File: config.mk
export PLATFORM = sky130hd
export DESIGN_NAME = uart_rx_param
export DESIGN_NICKNAME = d
export VERILOG_FILES = /design/src/rtl/uart_rx_param.sv
export SDC_FILE = /design/constraint.sdc
export NUM_CORES = 1
export LEC_CHECK = 0
export ABC_CLOCK_PERIOD_IN_PS = 6400
export CAP_MARGIN = 20
export CORE_MARGIN = 2
export CORE_UTILIZATION = 30
export DETAILED_ROUTE_END_ITERATION = 12
export GPL_TIMING_DRIVEN = 0
export PLACE_DENSITY = 0.51
export SYNTH_ARGS = -nofsm -noshare
export SYNTH_HDL_FRONTEND = slang
export SYNTH_SLANG_ARGS = --single-unit
File: constraint.sdc
create_clock -name clk_100m00 -period 6.4 [get_ports clk_100m00]
set_input_delay 0.96 -clock clk_100m00 [delete_from_list [all_inputs] [get_ports clk_100m00]]
set_output_delay 0.96 -clock clk_100m00 [all_outputs]
set_load 0.02 [all_outputs]
File: src/rtl/uart_rx_param.sv
// uart_rx_param: parametrised 16x-oversampled UART receiver with
// majority-vote sampling, parity/frame/break detection and an FWFT FIFO.
module uart_rx_param #(
    parameter int    CLK_FREQ   = 100000000,
    parameter int    BAUD_RATE  = 115200,
    parameter int    OVERSAMPLE = 16,
    parameter int    DATA_BITS  = 8,
    parameter string PARITY     = "NONE",
    parameter int    STOP_BITS  = 1,
    parameter int    FIFO_DEPTH = 16
) (
    input  logic                            clk_100m00,
    input  logic                            uart_rst,
    input  logic                            uart_rxd,
    output logic [DATA_BITS-1:0]            rx_data,
    output logic                            rx_parity_err,
    output logic                            rx_frame_err,
    output logic                            rx_valid,
    input  logic                            rx_ready,
    output logic                            rx_break,
    output logic                            rx_overrun,
    output logic [$clog2(FIFO_DEPTH+1)-1:0] fifo_count
);

    localparam int DIV   = (CLK_FREQ + (BAUD_RATE * OVERSAMPLE) / 2)
                           / (BAUD_RATE * OVERSAMPLE);
    localparam int DIV_W = (DIV < 2) ? 1 : $clog2(DIV);
    localparam int PTR_W = (FIFO_DEPTH < 2) ? 1 : $clog2(FIFO_DEPTH);
    localparam int CNT_W = $clog2(FIFO_DEPTH + 1);
    localparam int ENT_W = DATA_BITS + 2;

    localparam logic [DIV_W-1:0] DIV_LAST  = DIV_W'(DIV - 1);
    localparam logic [3:0]       LAST_BIT  = 4'(DATA_BITS - 1);
    localparam logic             LAST_STOP = 1'(STOP_BITS - 1);
    localparam logic [CNT_W-1:0] FULL_CNT  = CNT_W'(FIFO_DEPTH);
    localparam bit               PAR_EN    = (PARITY != "NONE");
    localparam bit               PAR_ODD   = (PARITY == "ODD");

    if (DIV < 2 || OVERSAMPLE != 16 || DATA_BITS < 5 || DATA_BITS > 9 ||
        (STOP_BITS != 1 && STOP_BITS != 2) || FIFO_DEPTH < 2 ||
        (FIFO_DEPTH & (FIFO_DEPTH - 1)) != 0 ||
        (PARITY != "NONE" && PARITY != "EVEN" && PARITY != "ODD")) begin : g_bad_cfg
        $error("uart_rx_param: unsupported parameter set");
    end

    typedef enum logic [2:0] {
        S_ARM, S_IDLE, S_START, S_DATA, S_PAR, S_STOP
    } state_t;

    // Reset asserts asynchronously but releases on a clock edge.
    logic [1:0] rst_sync_q;
    logic       rst_n;

    always_ff @(posedge clk_100m00 or negedge uart_rst) begin
        if (!uart_rst) rst_sync_q <= 2'b00;
        else           rst_sync_q <= {rst_sync_q[0], 1'b1};
    end

    assign rst_n = rst_sync_q[1];

    logic                 rxd_meta_q, rxd_s_q, rxd_prev_q;
    state_t               state_q, state_d;
    logic [DIV_W-1:0]     div_q, div_d;
    logic [3:0]           tick_q, tick_d;
    logic [3:0]           arm_q, arm_d;
    logic [3:0]           bit_q, bit_d;
    logic                 stop_q, stop_d;
    logic                 s7_q, s7_d, s8_q, s8_d;
    logic [DATA_BITS-1:0] shift_q, shift_d;
    logic                 zero_q, zero_d;
    logic                 perr_q, perr_d;
    logic                 ferr_q, ferr_d;
    logic                 push_q, push_d;
    logic [ENT_W-1:0]     entry_q, entry_d;
    logic                 brk_q, brk_d;

    logic tick, maj, t7, t8, t9, t16;

    assign tick = (div_q == DIV_LAST);
    assign t7   = tick && (tick_q == 4'd6);
    assign t8   = tick && (tick_q == 4'd7);
    assign t9   = tick && (tick_q == 4'd8);
    assign t16  = tick && (tick_q == 4'd15);
    assign maj  = (s7_q & s8_q) | (s7_q & rxd_s_q) | (s8_q & rxd_s_q);

    always_comb begin
        state_d = state_q;
        div_d   = div_q;
        tick_d  = tick_q;
        arm_d   = arm_q;
        bit_d   = bit_q;
        stop_d  = stop_q;
        s7_d    = s7_q;
        s8_d    = s8_q;
        shift_d = shift_q;
        zero_d  = zero_q;
        perr_d  = perr_q;
        ferr_d  = ferr_q;
        push_d  = 1'b0;
        entry_d = entry_q;
        brk_d   = 1'b0;
        if (state_q != S_IDLE) begin
            div_d  = tick ? '0 : div_q + 1'b1;
            tick_d = tick ? tick_q + 4'd1 : tick_q;
        end
        if (t7) s7_d = rxd_s_q;
        if (t8) s8_d = rxd_s_q;
        unique case (state_q)
            S_ARM: begin
                if (!rxd_s_q) begin
                    arm_d = '0;
                end else if (tick) begin
                    arm_d = arm_q + 4'd1;
                    if (arm_q == 4'd15) state_d = S_IDLE;
                end
            end
            S_IDLE: begin
                div_d  = '0;
                tick_d = '0;
                if (rxd_prev_q && !rxd_s_q) state_d = S_START;
            end
            S_START: begin
                if (t9 && maj) begin
                    state_d = S_IDLE;
                end else if (t16) begin
                    state_d = S_DATA;
                    bit_d   = '0;
                    zero_d  = 1'b1;
                    perr_d  = 1'b0;
                    ferr_d  = 1'b0;
                end
            end
            S_DATA: begin
                if (t9) begin
                    shift_d = {maj, shift_q[DATA_BITS-1:1]};
                    zero_d  = zero_q & ~maj;
                end
                if (t16) begin
                    bit_d = bit_q + 4'd1;
                    if (bit_q == LAST_BIT) begin
                        state_d = PAR_EN ? S_PAR : S_STOP;
                        stop_d  = 1'b0;
                    end
                end
            end
            S_PAR: begin
                if (t9) begin
                    perr_d = (^shift_q) ^ maj ^ PAR_ODD;
                    zero_d = zero_q & ~maj;
                end
                if (t16) state_d = S_STOP;
            end
            S_STOP: begin
                if (t9) begin
                    // An all-zero frame with a low first stop bit is a break.
                    if (!stop_q && zero_q && !maj) begin
                        brk_d   = 1'b1;
                        arm_d   = '0;
                        state_d = S_ARM;
                    end else begin
                        ferr_d = ferr_q | ~maj;
                        if (stop_q == LAST_STOP) begin
                            push_d  = 1'b1;
                            entry_d = {ferr_q | ~maj, perr_q, shift_q};
                            state_d = S_IDLE;
                        end
                    end
                end else if (t16) begin
                    stop_d = 1'b1;
                end
            end
            default: state_d = S_ARM;
        endcase
    end

    always_ff @(posedge clk_100m00 or negedge rst_n) begin
        if (!rst_n) begin
            rxd_meta_q <= 1'b1;
            rxd_s_q    <= 1'b1;
            rxd_prev_q <= 1'b1;
            state_q    <= S_ARM;
            div_q      <= '0;
            tick_q     <= '0;
            arm_q      <= '0;
            bit_q      <= '0;
            stop_q     <= 1'b0;
            s7_q       <= 1'b1;
            s8_q       <= 1'b1;
            shift_q    <= '0;
            zero_q     <= 1'b0;
            perr_q     <= 1'b0;
            ferr_q     <= 1'b0;
            push_q     <= 1'b0;
            entry_q    <= '0;
            brk_q      <= 1'b0;
        end else begin
            rxd_meta_q <= uart_rxd;
            rxd_s_q    <= rxd_meta_q;
            rxd_prev_q <= rxd_s_q;
            state_q    <= state_d;
            div_q      <= div_d;
            tick_q     <= tick_d;
            arm_q      <= arm_d;
            bit_q      <= bit_d;
            stop_q     <= stop_d;
            s7_q       <= s7_d;
            s8_q       <= s8_d;
            shift_q    <= shift_d;
            zero_q     <= zero_d;
            perr_q     <= perr_d;
            ferr_q     <= ferr_d;
            push_q     <= push_d;
            entry_q    <= entry_d;
            brk_q      <= brk_d;
        end
    end

    logic [ENT_W-1:0] fifo_mem [FIFO_DEPTH];
    logic [PTR_W-1:0] wr_q, wr_d, rd_q, rd_d;
    logic [CNT_W-1:0] cnt_q, cnt_d;
    logic             ovr_q, ovr_d;
    logic             pop, wr_en;
    logic [ENT_W-1:0] head;

    // A full FIFO still takes the new frame if the head leaves this cycle.
    always_comb begin
        pop   = rx_valid && rx_ready;
        wr_en = push_q && ((cnt_q != FULL_CNT) || pop);
        ovr_d = push_q && (cnt_q == FULL_CNT) && !pop;
        wr_d  = wr_en ? wr_q + 1'b1 : wr_q;
        rd_d  = pop ? rd_q + 1'b1 : rd_q;
        cnt_d = cnt_q;
        if (wr_en && !pop)      cnt_d = cnt_q + 1'b1;
        else if (!wr_en && pop) cnt_d = cnt_q - 1'b1;
    end

    always_ff @(posedge clk_100m00) begin
        if (wr_en) fifo_mem[wr_q] <= entry_q;
    end

    always_ff @(posedge clk_100m00 or negedge rst_n) begin
        if (!rst_n) begin
            wr_q  <= '0;
            rd_q  <= '0;
            cnt_q <= '0;
            ovr_q <= 1'b0;
        end else begin
            wr_q  <= wr_d;
            rd_q  <= rd_d;
            cnt_q <= cnt_d;
            ovr_q <= ovr_d;
        end
    end

    assign head          = fifo_mem[rd_q];
    assign rx_valid      = (cnt_q != '0);
    assign rx_data       = rx_valid ? head[DATA_BITS-1:0] : '0;
    assign rx_parity_err = rx_valid & head[DATA_BITS];
    assign rx_frame_err  = rx_valid & head[DATA_BITS+1];
    assign rx_break      = brk_q;
    assign rx_overrun    = ovr_q;
    assign fifo_count    = cnt_q;

endmodule

==> Yosys cells after proc, flatten, opt, wreduce, memory -nomap -nowiden <==
Memories as Yosys holds them, arrays and structs flattened.
Cells that the tools add are included.
{ "totals": {"register_bits": 66, "latch_bits": 0, "ram_bits": 160, "romBits": 0, "output_inout_bits": 18, "word_cells": 177, "memories": 1} }
{ "memory_table": {"columns": ["memory", "depth", "word_bits", "rd", "rd_ports_with_merged_regs", "write_ports", "line_no", "source"], "rows": [
  ["fifo_mem", 16, 10, 1, 0, 1, "218", "logic [ENT_W-1:0] fifo_mem [FIFO_DEPTH];"]
]} }
{ "classes": {"n_addsub": 8, "n_mul": 0, "n_div": 0, "n_lt_le_gt_ge": 0, "eq_ne": 34, "shift": 0, "mux": 55, "bitwise_logic": 13, "reduce_logical": 43} }
{ "op_table": {"columns": ["op", "count"], "rows": [
  ["4-bit 2-to-1 mux", 10],
  ["3-bit 2-to-1 mux", 12],
  ["2-bit != test, second input constant", 15],
  ["4-bit by 1-bit adder with 4-bit output, second input constant", 5],
  ["1-bit 2-to-1 mux", 20],
  ["4-bit AND reduction", 5],
  ["6-bit 2-to-1 mux", 3],
  ["3-bit case mux with 6 select lines", 1],
  ["2-bit nonzero test", 9],
  ["4-bit case mux with 2 select lines", 2],
  ["1-bit logical AND", 14],
  ["4-bit by 3-bit equality test with 1-bit output, second input constant", 3],
  ["4-bit equality test, second input constant", 3],
  ["5-bit 2-to-1 mux", 2],
  ["10-bit AND reduction", 1],
  ["5-bit AND reduction", 2],
  ["3-bit != test, second input constant", 3],
  ["8-bit 2-to-1 mux", 1],
  ["1-bit case mux with 2 select lines", 4],
  ["8-bit XOR reduction", 1],
  ["6-bit by 1-bit adder with 6-bit output, second input constant", 1],
  ["1-bit bitwise AND", 6],
  ["3-bit by 2-bit equality test with 1-bit output, second input constant", 2],
  ["3-bit equality test, second input constant", 2],
  ["other kinds (17)", 26]
]} }

==> Depth between registers and ports, before layout <==
{ "depth": {"depth_word": 8, "ltp_mapped": 12, "ltp_nobuf": 12} }

==> Worst setup path after synthesis <==
No wires, ideal clock.
{ "synth_path": {"kind": "flip-flop to output port", "startpoint": "register rd_q[0]", "endpoint": "output port rx_frame_err", "t_arrival_ns": 2.076, "required_ns": 5.440, "slack_ns": 3.364, "stages_incl_launch_ff": 6, "cell_sequence": "dfrtp_1 clkbuf_1 buf_2 mux4_2 mux4_2 and2_1"} }
{ "synth_via": {"elab_chain_cells": 2} }
{ "synth_rtl": {"columns": ["element", "line_no", "source"], "rows": [
  ["start, declared", "219", "logic [PTR_W-1:0] wr_q, wr_d, rd_q, rd_d;"],
  ["start signal, assigned", "249", "rd_q <= rd_d;"],
  ["memory 16 x 10 bit", null, null],
  ["1-bit bitwise AND", "259", "assign rx_frame_err = rx_valid & head[DATA_BITS+1];"],
  ["end, declared", "17", "output logic rx_frame_err,"]
]} }
No other way between the ends.

==> Worst setup path after layout <==
{ "layout_path": {"startpoint": "register rd_q[1]", "endpoint": "output port rx_parity_err"} }
{ "layout_via": {"elab_chain_cells": 2} }
{ "layout_rtl": {"columns": ["element", "line_no", "source"], "rows": [
  ["memory 16 x 10 bit", null, null],
  ["1-bit bitwise AND", "258", "assign rx_parity_err = rx_valid & head[DATA_BITS];"],
  ["end, declared", "16", "output logic rx_parity_err,"]
]} }
No other way between the ends.

==> summary.txt <==
Routing
  – Post-route DRC violation count: 0
  – Routed WL per cell: 18.3 um
  – DR vias: 4926
  – Routed wire length: 18700 um
  – Drt pass-1 iters: 4
  – Drt via density: 4.80
  – Post-route ant nets: 0
  – Initial drt markers: 387

Final layout
  – Antenna diodes: 0
  – Final #Nets: 632
  – Post-Layout Cell Count: 1026
  – Synth-to-Final Area Change: 17.3%
  – Final Util: 36.0%
  – Layout cell share with drive strength beyond 1: 21.6%

Place
  – Hpwl dp: 12900 um
  – Port buffer count: 21
  – DP Cell Count: 974
  – GP Congestion: 0.830

Logic synthesis
  – Yosys reg bits: 226
  – Main area contributors after synthesis: edfxtp_1, dfrtp_1, mux4_2
  – Area fraction of the dominant cell type after synthesis: 50.9%
  – Total number of yosys warnings: 0
  – Yosys top cell by area: edfxtp_1
  – Cells after Synth: 553
  – Count leader, synth: edfxtp_1
  – Post-synth ARST share: 29.2%
  – Mapped Nets: 574
  – Main synth FF type: edfxtp_1
  – Mapped Area: 0.00943 mm^2
  – Library cells used by synthesis: 57
  – Register area share after synthesis: 68.5%
  – Leading post-synthesis cells by instance count: edfxtp_1, dfrtp_1, mux4_2
  – Number of flops mapped to enable cells by yosys: 160
  – Syn Area/Cell: 17.1 um^2

Floorplan
  – Starting density of the core: 30.7%
  – FP Rows: 64
  – I/O pin count: 22
  – Die ar.: 0.0329 mm^2
  – Die width: 181 um
  – Core area: 0.0307 mm^2
  – Chip height: 181 um

Clocking
  – Worst-Skew Late Latency: 0.53 ns
  – CTS tree: built
  – CTS H-tree depth: 1
  – CTS resizes: 0
  – Hold-fix buffers, CTS: 0
  – Worst-case clock buffer depth: 3
  – Post-CTS setup buffer count: 0
  – Worst-path clk slew: 0.06 ns
  – CTS Buf Count: 26
  – # clock sinks: 226
  – CTS root buf: clkbuf_16

STA
  – Worst Skew: 0.0178 ns
  – Crit share post-route: 69.4%
  – Fmax: 0.225 GHz
  – Final hold violation count: 0
  – Unrepaired setup endpoints after global routing: false
  – Hold_ws: 0.351 ns
  – Post-layout min period: 4.44 ns
  – Slew Limit Headroom: 30.1%
  – Pins Over Slew Limit: 0
  – Final setup viols: 0
  – Tightest Pin Transition: 1.05 ns
  – TNS Setup: 0 ns

Worst setup path
  – Crit Path Category: reg2out
  – Worst path bufs/invs: 3
  – CP required: 5.44 ns
  – CP Capture Type: output port
  – Worst setup SP type: flip-flop
  – Crit-path cells: clkbuf_1 -> clkbuf_1 -> mux4_2 -> mux4_2 -> and2_1 -> clkdlybuf4s50_1
  – Crit path max-delay family: buffers and inverters
  – Data arrival time of the worst path: 3.48 ns
  – CP peak stage delay: 0.66 ns
  – CP max stage cell: clkbuf_1
  – Worst Path Max Fanout: 10

Global route
  – Total congestion overflow: 0
  – First-pass GRT wire length: 30100 um
  – Antenna violations before repair: 0
  – Largest net degree at the start of global routing: 65
  – Vias in the first global route: 5323
  – GRT Total Usage: 11.6%

Worst hold path
  – Worst hold path type: reg2reg

Job
  – # Max-Cap Violations: 0

Pwr
  – Total power: 3.00 mW
  – Worst vdd ir: 167 uV
  – Power Dens Cells: 271 mW/mm^2
  – Pleak: 4.30 nW

Outcome
  – Outcome: finished, final reports clean
## layout make-up
class                      count  area [um^2]
clock inverter                14          131
timing repair buffer          30          299
fill                        2903        19700
multi-input combinational    292         2850
tap                          396          495
inverter                      13         48.8
buffer                        22         95.1
sequential                   226         6470
clock buffer                  33          687
## where the power goes
part / internal (mW) / leakage (nW) / total, mW / switching [mW]
Sequential: 1.56 / 2.74 / 1.57 / 0.0105
Clock: 0.839 / 0.398 / 1.42 / 0.581
Combinational: 0.00476 / 1.16 / 0.00946 / 0.00470
Total: 2.40 / 4.30 / 3.00 / 0.597
## sequential cells by signal, summed over array words and instances (netlist names), 2 cells and up
signal	count
entry_q	10
state_q	3
fifo_count	5
arm_q	4
bit_q	4
shift_q	8
rst_sync_q	2
tick_q	4
wr_q	4
div_q	6
fifo_mem	160
rd_q	4
## worst reg2reg max path, cell delays in order, from the launching register on
cell and delay, ns:
dfrtp_1 0.41, nor4_1 0.42, nand2b_1 0.19, and2_1 0.25
inv_1 0.12, ha_1 0.20, inv_1 0.11, fa_1 0.41
a21o_1 0.20, a21oi_1 0.17, xnor2_1 0.13, nor2_1 0.06
xor2_1 0.15
## logic make-up after synthesis
kind of cell,share of synthesized area (%)
fa+ha+maj,2.44
buf+inv,1.53
compound gates,3.36
xor+xnor,2.47
other cells,0.0397
mux,14.7
simple gates,7.00
flops,68.5
## layout by cell type (no fill, tap or decap), types with 8 or more instances in the layout
cell / netlist / routed
inv_1: 13 / 13
nor2_1: 36 / 36
dfrtp_1: 61 / 60
clkbuf_1: 15 / 21
clkdlybuf4s50_1: 0 / 21
clkbuf_16: 0 / 26
and2_1: 12 / 12
ha_1: 16 / 16
nor3_1: 12 / 8
edfxtp_1: 160 / 160
xnor2_1: 18 / 18
a21oi_1: 10 / 10
mux4_2: 50 / 50
mux2_2: 22 / 22
nand2b_1: 8 / 8
nand2_1: 30 / 30
o21ai_0: 16 / 16
## path summary, 6_finish.rpt
check | start | cells after the start | end | slack (ns)
max reg2reg | fifo_count[3] | 12 | fifo_count[4] | 3.47
min | rst_sync_q[0] | 0 | rst_sync_q[1] | 0.35
max | rd_q[1] | 6 | rx_parity_err | 1.96
max in group asynchronous | rst_sync_q[1] | 0 | entry_q[3] | 5.39
min in group asynchronous | rst_sync_q[1] | 0 | arm_q[0] | 0.45
min reg2reg | rst_sync_q[0] | 0 | rst_sync_q[1] | 0.35
## stage by stage
step                      instance area [um^2]  worst slack (ns)
after global routing                     11100              1.82
after CTS                                11000              1.91
final                                    11100              1.96
after global placement                   10100              2.28
after detailed placement                 10200              2.48
after floorplan                           9430              3.36
## per-layer routing
metal  vias to the layer above  part of all wire, %  track usage (%)
met2                        94                   49             19.8
li1                       2241                    -                -
met1                      2562                   45             15.5
met3                        29                  4.1             2.18
met4                         0                  1.9             2.67
met5                         -                    0                0
Power figures use the tool's default switching activity.
